**src/rtl/ofd_pipe.sv**
```systemverilog
// Parametrised pad-boundary output register pipeline with per-word valid,
// synchronous flush, optional hold-last-valid output and a wrapping transfer counter.
module ofd_pipe #(
  parameter int unsigned      WIDTH = 5,
  parameter int unsigned      DEPTH = 1,
  parameter logic [WIDTH-1:0] INIT  = '0,
  parameter int unsigned      HOLD  = 0,
  parameter int unsigned      CNTW  = 8
) (
  input  logic             CK,
  input  logic             RST,
  input  logic             CE,
  input  logic             CLR,
  input  logic [WIDTH-1:0] D,
  input  logic             DV,
  output logic [WIDTH-1:0] Q,
  output logic             QV,
  output logic [CNTW-1:0]  CNT,
  output logic             OVF
);

  for (genvar k = 0; k < DEPTH; k++) begin : g_stage
    logic [WIDTH-1:0] d_in;
    logic [WIDTH-1:0] d_r;
    logic             v_in;
    logic             v_r;

    if (k == 0) begin : g_first
      assign d_in = D;
      assign v_in = DV;
    end else begin : g_next
      assign d_in = g_stage[k-1].d_r;
      assign v_in = g_stage[k-1].v_r;
    end

    if (k == DEPTH - 1) begin : g_out
      logic [CNTW-1:0] cnt_r;
      logic            ovf_r;

      // The counter lives with the output stage so it advances on the
      // same edge that raises QV for the counted word.
      always_ff @(posedge CK or posedge RST) begin
        if (RST) begin
          d_r   <= INIT;
          v_r   <= 1'b0;
          cnt_r <= '0;
          ovf_r <= 1'b0;
        end else if (CLR) begin
          d_r   <= INIT;
          v_r   <= 1'b0;
          cnt_r <= '0;
          ovf_r <= 1'b0;
        end else if (CE) begin
          v_r <= v_in;
          if (HOLD == 0 || v_in) begin
            d_r <= d_in;
          end
          if (v_in) begin
            cnt_r <= cnt_r + 1'b1;
            if (cnt_r == '1) begin
              ovf_r <= 1'b1;
            end
          end
        end
      end

      assign Q   = d_r;
      assign QV  = v_r;
      assign CNT = cnt_r;
      assign OVF = ovf_r;
    end else begin : g_mid
      always_ff @(posedge CK or posedge RST) begin
        if (RST) begin
          d_r <= INIT;
          v_r <= 1'b0;
        end else if (CLR) begin
          d_r <= INIT;
          v_r <= 1'b0;
        end else if (CE) begin
          d_r <= d_in;
          v_r <= v_in;
        end
      end
    end
  end

endmodule
```
**config.mk**
```make
export PLATFORM = sky130hd
export DESIGN_NAME = ofd_pipe
export DESIGN_NICKNAME = d
export VERILOG_FILES = /design/src/rtl/ofd_pipe.sv
export SDC_FILE = /design/constraint.sdc
export NUM_CORES = 1
export LEC_CHECK = 0
export BUFFER_PORTS_ARGS = -buffer_cell sky130_fd_sc_hd__buf_2
export CORE_MARGIN = 2
export CORE_UTILIZATION = 46
export CTS_BUF_LIST = sky130_fd_sc_hd__clkbuf_16
export CTS_CLUSTER_DIAMETER = 150
export DETAILED_ROUTE_END_ITERATION = 8
export PLACE_DENSITY = 0.75
export SLEW_MARGIN = 10
export SYNTH_ARGS = -nofsm -noshare
export SYNTH_HDL_FRONTEND = slang
export SYNTH_SLANG_ARGS = --single-unit
```
**constraint.sdc**
```tcl
create_clock -name CK -period 1.45 [get_ports CK]
set_input_delay 0.145 -clock CK [delete_from_list [all_inputs] [get_ports CK]]
set_output_delay 0.145 -clock CK [all_outputs]
set_load 0.005 [all_outputs]
```
==> flow_summary.ini, run 1 <==
[status]
status = finished, final reports clean

[grt]
grt_util_all_layers_pct = 19.1
grt_pass1_wl_um = 2460
overflow = 0
grt_max_degree = 19
antenna_found_initial = 0
grt_pass1_vias = 570

[drt]
vias = 593
route.top_layer_used = met4
drtIter0Drc = 5
route.detailed.drc = 0
ant_nets = 0
wl_met1_um = 595
drt_pass1_iterations = 4
met2WireLength_um = 833
route.met3.wl_um = 87
vias_per_cell = 5.39
wl_um = 1560
wl_per_cell_um = 14.2

[synth]
synth_top_area_share_pct = 53.6
synth-seq-cells = 15
synth_cells = 66
yosys.area.top_type = dfrtp_1
yosysSeqAreaShare_pct = 53.6
syn-cell-area_um2 = 701
synth_nets = 77
yosysUniqueCellTypes = 24
synthTopCellsByArea = dfrtp_1 54%, mux2i_1 7.1%, nor2_1 4.8%
synth.avg_cell_area_um2 = 10.6
ys.warnings.count = 0

[setup_path]
end_kind = flip-flop
max_stage_delay_ns = 0.40
reg2reg_depth = 4
r2r-end = CNT[6]
critPathKind = reg -> reg
worstPathCellList = ha_2, and4_2, nand4_1, mux2_2
arrival_ns = 1.51
cp-start-kind = flip-flop
cp.required_ns = 1.58
rrSetupSlack_ns = 0.07
worstReg2RegStart = CNT[0]
path_max_fanout = 3
cp_slowest_cell = dfrtp_1

[cts]
clkLatencyLatePin_ns = 0.25
cts_tree = yes
cts_setup_buffers = 0
clockBufferDepth = 2
cts.sinks = 15
cts_root_buf = clkbuf_16
cts.clk_slew.worst_paths_ns = 0.05
numCtsBuffers = 3
cts_max_level = 1

[placed_design]
gp_congestion = 0.744
hpwlAfterDp_um = 1120
io_buffers = 24
place_ws_ns = 0.0386
post-place-cells = 105

[hold_path]
worstHoldPathCells = 3
min-delay-start = D[1]
hold-path-endpoint = Q[1]
holdCritPathClass = in -> reg

[pwr]
p_int_w = 0.000836
clockPowerShare_pct = 50.2
peakVddDrop_mv = 0.758
power_density_nw_per_um2 = 1130
switching_share_pct = 20.6
leakage_nw = 0.485
p_switching_w = 0.000217
power_frac_seq_pct = 41.9
combPwrFrac_pct = 7.9
finalPower_w = 0.00105

[timing]
period_needed_ns = 1.38
report.final.slew_viol_count = 0
max-slew-margin-rel_pct = 61.7
timing.hold.ws_ns = 0.147
tns_ns = 0
rsz0062_at_grt = no
fin_skew_ns = 0.00390
max_slew.worst_pin.slew_ns = 0.573
setup_ws_ns = 0.0699
finalCritPeriodShare_pct = 95.2
max_freq_mhz = 725
hold_violations = 0
setup_viol = 0

[floorplan]
io_pins = 25
row_count = 14
die_area_um2 = 1850
start_util_pct = 47.6
fp.dieH_um = 43.0
die_w_um = 43.0
core-area_um2 = 1470

[final_layout]
final_cell_mix = 24 x buf_2, 15 x dfrtp_1, 9 x nor2_1
area_growth_pct = 33.0
multi_input_area_um2 = 305
fillers = 138
ff_latch_area_um2 = 375
n_antenna_cell = 0
nNetsFinal = 106
final_common_cell = buf_2
layout.cells.non_filler = 110
final_layout_size_suffix_gt1_share_pct = 37.2

[job]
maxCapViolations = 0
[cells by family (layout without fill, tap and decap cells)]
kind of cell | count (synthesis) | after routing | synth area share, %
buffers and inverters | 5 | 33 | 3.22
DFF | 15 | 15 | 53.6
xor gates and xnor gates | 2 | 2 | 2.50
adders and majority gates | 1 | 1 | 1.79
and+or+nand+nor | 26 | 26 | 20.5
AOI/OAI and AO/OA | 11 | 11 | 9.64
muxes | 6 | 6 | 8.75
[area by class of cell]
cell class	count	area share, %
flip-flops and latches	15	40.3
well taps	16	2.15
clock inverters	1	0.403
multi-input cells	46	32.8
inverters	2	0.805
repair buffers	27	15.6
clock buffers	3	8.05
[flip-flops by register name, summed over array words and instances, names as in the netlist]
signal	cells
OVF	1
Q	5
QV	1
CNT	8
[power by group through the flow]
stage	Clock, W	Sequential [W]	Combinational, W
final	0.000529	0.000441	0.0000835
after global routing	0.000547	0.000442	0.0000939
after CTS	0.000533	0.000441	0.0000846
after detailed placement	0	0.000447	0.0000821
after global placement	0	0.000446	0.0000789
after floorplan	0	0.000449	0.0000411
[cell usage after synthesis]
library cell and n:
dfrtp_1 15, nor2_1 9, a21oi_1 6, mux2i_1 5, nand2b_1 4, nand2_1 3, clkbuf_1 2, inv_1 2
nand3_1 2, nand4_1 2, o31ai_1 2, or4_1 2, a31o_2 1, and4_2 1, buf_4 1, ha_1 1
mux2_2 1, nand4_2 1, nor2b_1 1, o21ai_0 1, o41ai_1 1, or3_2 1, xnor2_1 1, xor2_1 1
[critical path, delay by kind of cell, from the launching register on]
kind	cells	cell delay, ns
muxes	1	0.33
DFF	1	0.40
adders and majority gates	1	0.20
and+or+nand+nor	2	0.32
[metal layers]
metal	vias up	track usage [%]
li1	287	-
met2	21	35.5
met4	0	12.7
met5	-	0
met3	4	5.11
met1	281	17.9
[stage by stage]
step	instance area (µm²)	utilization [%]
floorplan	701	-
global placement	841	57.1
detailed placement	841	57.1
CTS	930	63.2
global route	932	63.4
finish	932	63.4
[repair_timing]
| action | 4_1_cts | 5_1_grt |
|---|---|---|
| hold buffers | 1 | 0 |
| gates resized for setup | 0 | 1 |
| setup endpoints to repair | 0 | 1 |
| endpoints found under the hold margin | 15 | 0 |
[worst max path at each step]
stage          startpoint     end  depth (start not counted)
3_3_place_gp       CNT[0]  CNT[6]                          4
6_report           CNT[0]  CNT[6]                          4
5_1_grt            CNT[1]  CNT[6]                          4
4_1_cts            CNT[0]  CNT[6]                          4
2_1_floorplan      CNT[0]  CNT[6]                          4
3_5_place_dp       CNT[0]  CNT[6]                          4
Note: power is estimated with default switching activity, not from simulation.
==> inputs of run 2 (changes only) <==
--- a/config.mk
+++ b/config.mk
@@ -5,9 +5,10 @@
 export SDC_FILE = /design/constraint.sdc
 export NUM_CORES = 1
 export LEC_CHECK = 0
+export ABC_AREA = 1
 export BUFFER_PORTS_ARGS = -buffer_cell sky130_fd_sc_hd__buf_2
 export CORE_MARGIN = 2
-export CORE_UTILIZATION = 46
+export CORE_UTILIZATION = 47
 export CTS_BUF_LIST = sky130_fd_sc_hd__clkbuf_16
 export CTS_CLUSTER_DIAMETER = 150
 export DETAILED_ROUTE_END_ITERATION = 8
==> run 2 against run 1 <==
Sequential cell count unchanged. Wire length grew 1.0%. Global-route usage increased by 1.9 points. Maximum frequency grew 21%. Die area rose by 3.9%. Setup slack gained 0.24 ns. Register-to-register slack better by 0.24 ns. Sequential power about the same. Via count grew 15%. Core utilization rose by 1.7 points. Sequential share of layout area fell by 2.0 points. Largest power group unchanged.
==> flow_summary.ini, run 2 <==
[setup_path]
cp_slowest_cell = dfrtp_1
reg2reg_depth = 6
critPathKind = reg -> reg
max_stage_delay_ns = 0.41
crit_buf_inv = 1
path_max_fanout = 5
arrival_ns = 1.28
worstReg2RegStart = CNT[1]
worstPathCellList = ha_1, nand2_1, inv_1, nand2_1, nor2_1, nor2_1
r2r-end = CNT[6]
end_kind = flip-flop
rrSetupSlack_ns = 0.31
cp-start-kind = flip-flop
cp.required_ns = 1.59
path_delay_family = flip-flops

[final_layout]
n_antenna_cell = 0
final_layout_size_suffix_gt1_share_pct = 30.9
final_common_cell = buf_2
area_growth_pct = 31.2
largest_reg_flops = 8
nNetsFinal = 135
final_cell_mix = 24 x buf_2, 20 x nand2_1, 16 x inv_1
layout.cells.non_filler = 139
fillers = 132

[synth]
synth_most_common_cell = nand2_1
yosys-top-cells-count = 20 x nand2_1, 16 x inv_1, 15 x dfrtp_1
synth-edff-count = 0
synth_cells = 94
yosysUniqueCellTypes = 17
yosysSeqAreaShare_pct = 50.3
ys.flop_type = dfrtp_1
async_reset_ff_share_pct = 100
synth.avg_cell_area_um2 = 7.95
syn-cell-area_um2 = 747
synth_nets = 105
synth-seq-cells = 15
ys.warnings.count = 0
yosys.area.top_type = dfrtp_1
synthTopCellsByArea = dfrtp_1 50%, nand2_1 10%, nand3_1 8.0%
synth_top_area_share_pct = 50.3

[floorplan]
die_w_um = 43.9
fp.dieH_um = 43.9
die_area_um2 = 1920
row_count = 14
io_pins = 25
core-area_um2 = 1510
start_util_pct = 49.6

[grt]
grt_max_degree = 16
grt_pass1_vias = 662
grt_util_all_layers_pct = 21.0
overflow = 0
grt_pass1_wl_um = 2890
antenna_found_initial = 0

[drt]
vias = 682
drt_pass1_iterations = 6
ant_nets = 0
route.detailed.drc = 0
vias_per_cell = 4.91
wl_per_cell_um = 11.4
wl_um = 1580
drtIter0Drc = 10

[cts]
cts.clk_slew.worst_paths_ns = 0.05
cts_root_buf = clkbuf_16
cts_resized = 0
cts.sinks = 15
cts_max_level = 1
cts_tree = yes
clockBufferDepth = 2
numCtsBuffers = 3
clkLatencyLatePin_ns = 0.24
cts_setup_buffers = 0
cts.hold.buffers_added = 1

[timing]
timing.hold.ws_ns = 0.133
period_needed_ns = 1.14
report.final.slew_viol_count = 0
fin_skew_ns = 0.00202
hold_violations = 0
tns_ns = 0
rsz0062_at_grt = no
max-slew-margin-rel_pct = 62.3
setup_viol = 0
max_freq_mhz = 876
max_slew.worst_pin.slew_ns = 0.565
finalCritPeriodShare_pct = 78.7

[placed_design]
gp_congestion = 0.799
io_buffers = 24
hpwlAfterDp_um = 1160
post-place-cells = 134

[pwr]
leakage_nw = 0.541
power_density_nw_per_um2 = 1080
peakVddDrop_mv = 0.794

[status]
status = finished, final reports clean

[hold_path]
hold-path-endpoint = Q[2]
worstHoldPathCells = 3
holdCritPathClass = in -> reg
min-delay-start = D[2]

[job]
maxCapViolations = 0
[run 2: cell types whose count changed after synthesis, sizes merged, moves of 3 or more]
cell / change
nand2: +20
inv: +14
nand3: +10
o21ai: +8
a21oi: -5
mux2i: -5
nand2b: -4
nand4: -3
nor2: +3
[run 2: kinds of logic (layout without fill, tap and decap cells)]
family | after synthesis | count (layout) | synth area share, %
fa+ha+maj | 1 | 1 | 1.67
buf+inv | 19 | 48 | 10.0
compound gates | 11 | 11 | 8.88
simple gates | 48 | 48 | 29.1
flops | 15 | 15 | 50.3
[run 2: worst max path at each step]
stage	from	depth (start not counted)	slack, ns	end
after global placement	CNT[0]	7	0.36	CNT[4]
after floorplan	CNT[0]	7	0.39	CNT[4]
after global routing	CNT[1]	7	0.15	CNT[4]
after detailed placement	CNT[1]	6	0.34	CNT[6]
after CTS	CNT[1]	6	0.31	CNT[6]
final	CNT[1]	6	0.31	CNT[6]
[run 2: tightest hold or removal path: cells and delay by family]
kind            cells  cell delay (ns)
buf+inv             1             0.08
compound gates      1             0.06
simple gates        1             0.06
[run 2: layout make-up]
class	count	area [µm²]	share of cell area, %
flip-flops and latches	15	375	38.3
multi-input cells	60	297	30.3
repair buffers	26	138	14.0
clock buffers	3	75.1	7.66
inverters	18	70.1	7.15
well taps	16	20.0	2.04
clock inverters	1	5.00	0.511
[run 2: report_power, final]
group	leakage, nW	internal, W	switching, W
sequential	0.205	0.000432	0.00000847
clock	0.0409	0.000368	0.000168
combinational	0.295	0.0000324	0.0000469
total	0.541	0.000833	0.000223
[run 2: per-stage QoR]
| step | utilization [%] | total power (W) | setup WS [ns] | cell area, µm² |
|---|---|---|---|---|
| detailed placement | 59.1 | 0.000526 | 0.342 | 890 |
| finish | 65.0 | 0.00106 | 0.308 | 980 |
| global placement | 59.1 | 0.000524 | 0.357 | 890 |
| global route | 65.0 | 0.00110 | 0.155 | 980 |
| CTS | 65.0 | 0.00106 | 0.308 | 980 |
| floorplan | - | 0.000486 | 0.394 | 747 |
[run 2: per-layer routing]
layer | GRT usage [%] | share of wire [%] | up-vias
li1 | - | - | 348
met1 | 27.7 | 45 | 310
met2 | 32.6 | 49 | 21
met3 | 4.17 | 5.0 | 3
met4 | 10.9 | 1.5 | 0
met5 | 0 | 0 | -
==> inputs of run 3 (changes only) <==
==> constraint.sdc (replaced) <==
create_clock -name CK -period 1.2 [get_ports CK]
set_input_delay 0.12 -clock CK [delete_from_list [all_inputs] [get_ports CK]]
set_output_delay 0.12 -clock CK [all_outputs]
set_load 0.005 [all_outputs]
==> run 3 against run 2 <==
Wire length up 11%. Sequential power up 21%. Power up 20%. Register-to-register slack worse by 0.23 ns. Critical path type unchanged. Critical endpoint unchanged. Highest routed layer unchanged.
==> flow_summary.ini, run 3 (synthesized netlist as in run 2, its figures left out) <==
[timing]
report.final.slew_viol_count = 0
max-slew-margin-rel_pct = 61.5
hold_violations = 0
finalCritPeriodShare_pct = 93.4
timing.hold.ws_ns = 0.111
fin_skew_ns = 0.00171
max_slew.worst_pin.slew_ns = 0.577
tns_ns = 0
max_freq_mhz = 892
rsz0062_at_grt = no
setup_viol = 0
period_needed_ns = 1.12

[drt]
wl_um = 1750
drt_pass1_iterations = 4
ant_nets = 0
vias = 713
vias_per_cell = 5.06
wl_per_cell_um = 12.4
route.detailed.drc = 0
drtIter0Drc = 29

[pwr]
leakage_nw = 0.548
finalPower_w = 0.00126
power_density_nw_per_um2 = 1270
peakVddDrop_mv = 0.924

[hold_path]
holdCritPathClass = in -> reg

[cts]
cts_max_level = 1
cts.clk_slew.worst_paths_ns = 0.05
cts.sinks = 15
clkLatencyLatePin_ns = 0.24
clockBufferDepth = 2
cts_root_buf = clkbuf_16
cts_tree = yes
numCtsBuffers = 3

[floorplan]
start_util_pct = 49.6
die_area_um2 = 1920
io_pins = 25
fp.dieH_um = 43.9
core-area_um2 = 1510
die_w_um = 43.9
row_count = 14

[grt]
grt_pass1_vias = 684
grt_util_all_layers_pct = 20.3
overflow = 0
grt_pass1_wl_um = 2860
grt_max_degree = 16
antenna_found_initial = 0

[final_layout]
area_growth_pct = 33.3
nNetsFinal = 137
n_antenna_cell = 0
layout.cells.non_filler = 141
fin_util_pct = 66.1
final_cell_mix = 24 x buf_2, 20 x nand2_1, 16 x inv_1
largest_reg_flops = 8
final_common_cell = buf_2
final_layout_size_suffix_gt1_share_pct = 32.8

[setup_path]
critPathKind = reg -> reg
path_max_fanout = 4
rrSetupSlack_ns = 0.08
endpoint = CNT[6]
cp-start-kind = flip-flop
arrival_ns = 1.29
reg2reg_depth = 7
end_kind = flip-flop
critical_path.startpoint = CNT[0]
worstReg2RegStart = CNT[0]
r2r-end = CNT[6]
cp.required_ns = 1.37

[placed_design]
gp_congestion = 0.829
hpwlAfterDp_um = 1240
post-place-cells = 135
io_buffers = 24

[status]
status = finished, final reports clean

[job]
maxCapViolations = 0
## run 3: cell count changes in the layout (fill, tap and decap cells not counted)
cell | previous run | this run
ha_2 | 0 | 1
clkinv_2 | 3 | 2
ha_1 | 1 | 0
buf_4 | 1 | 3
inv_2 | 0 | 1
## run 3: worst max-delay path, stage by stage, from the launching register on
cell and delay, ns:
dfrtp_1 0.38, ha_2 0.20, nand2_1 0.08, nor2_1 0.14
nand2_1 0.06, nand2_1 0.06, nand2_1 0.05, nor2_1 0.08
## run 3: metrics by stage
step / area [µm²] / setup slack [ns]
2_1_floorplan: 747 / 0.144
3_3_place_gp: 897 / 0.116
3_5_place_dp: 897 / 0.0659
4_1_cts: 986 / 0.0580
5_1_grt: 996 / 0.00414
6_report: 996 / 0.0792
## run 3: worst min-delay path by stage
stage | from | end | depth (start not counted) | slack (ns)
6_report | D[3] | Q[3] | 3 | 0.11
5_1_grt | D[3] | Q[3] | 3 | 0.13
4_1_cts | D[1] | Q[1] | 3 | 0.11
3_5_place_dp | RST | CNT[5] | 2 | 0.20
3_3_place_gp | RST | CNT[5] | 2 | 0.21
2_1_floorplan | RST | CNT[0] | 1 | 0.02
## run 3: report_power, final
group / internal (W) / switching [W]
Combinational: 0.0000410 / 0.0000605
Sequential: 0.000522 / 0.00000967
Clock: 0.000440 / 0.000190
Total: 0.00100 / 0.000261
## run 3: cell type report
cell class                      count  area (µm²)
Fill cell                         135         510
Sequential cell                    15         375
Multi-Input combinational cell     60         299
Timing Repair Buffer               28         153
Clock buffer                        3        75.1
Inverter                           18        70.1
Tap cell                           16        20.0
Clock inverter                      1        3.75
## run 3: timing repair
action,in CTS,in global routing
buffers inserted,0,1
gates resized for setup,0,2
hold buffers,1,0
endpoints found under the hold margin,15,0
endpoints found under the setup margin,0,3
## run 3: metal layers
metal / GRT usage [%] / part of all wire [%] / up-vias / wire length [µm]
li1: - / - / 354 / -
met1: 25.5 / 44 / 340 / 768
met2: 33.8 / 51 / 16 / 894
met3: 3.75 / 3.4 / 3 / 60
met4: 9.09 / 1.3 / 0 / 23
met5: 0 / 0 / - / 0
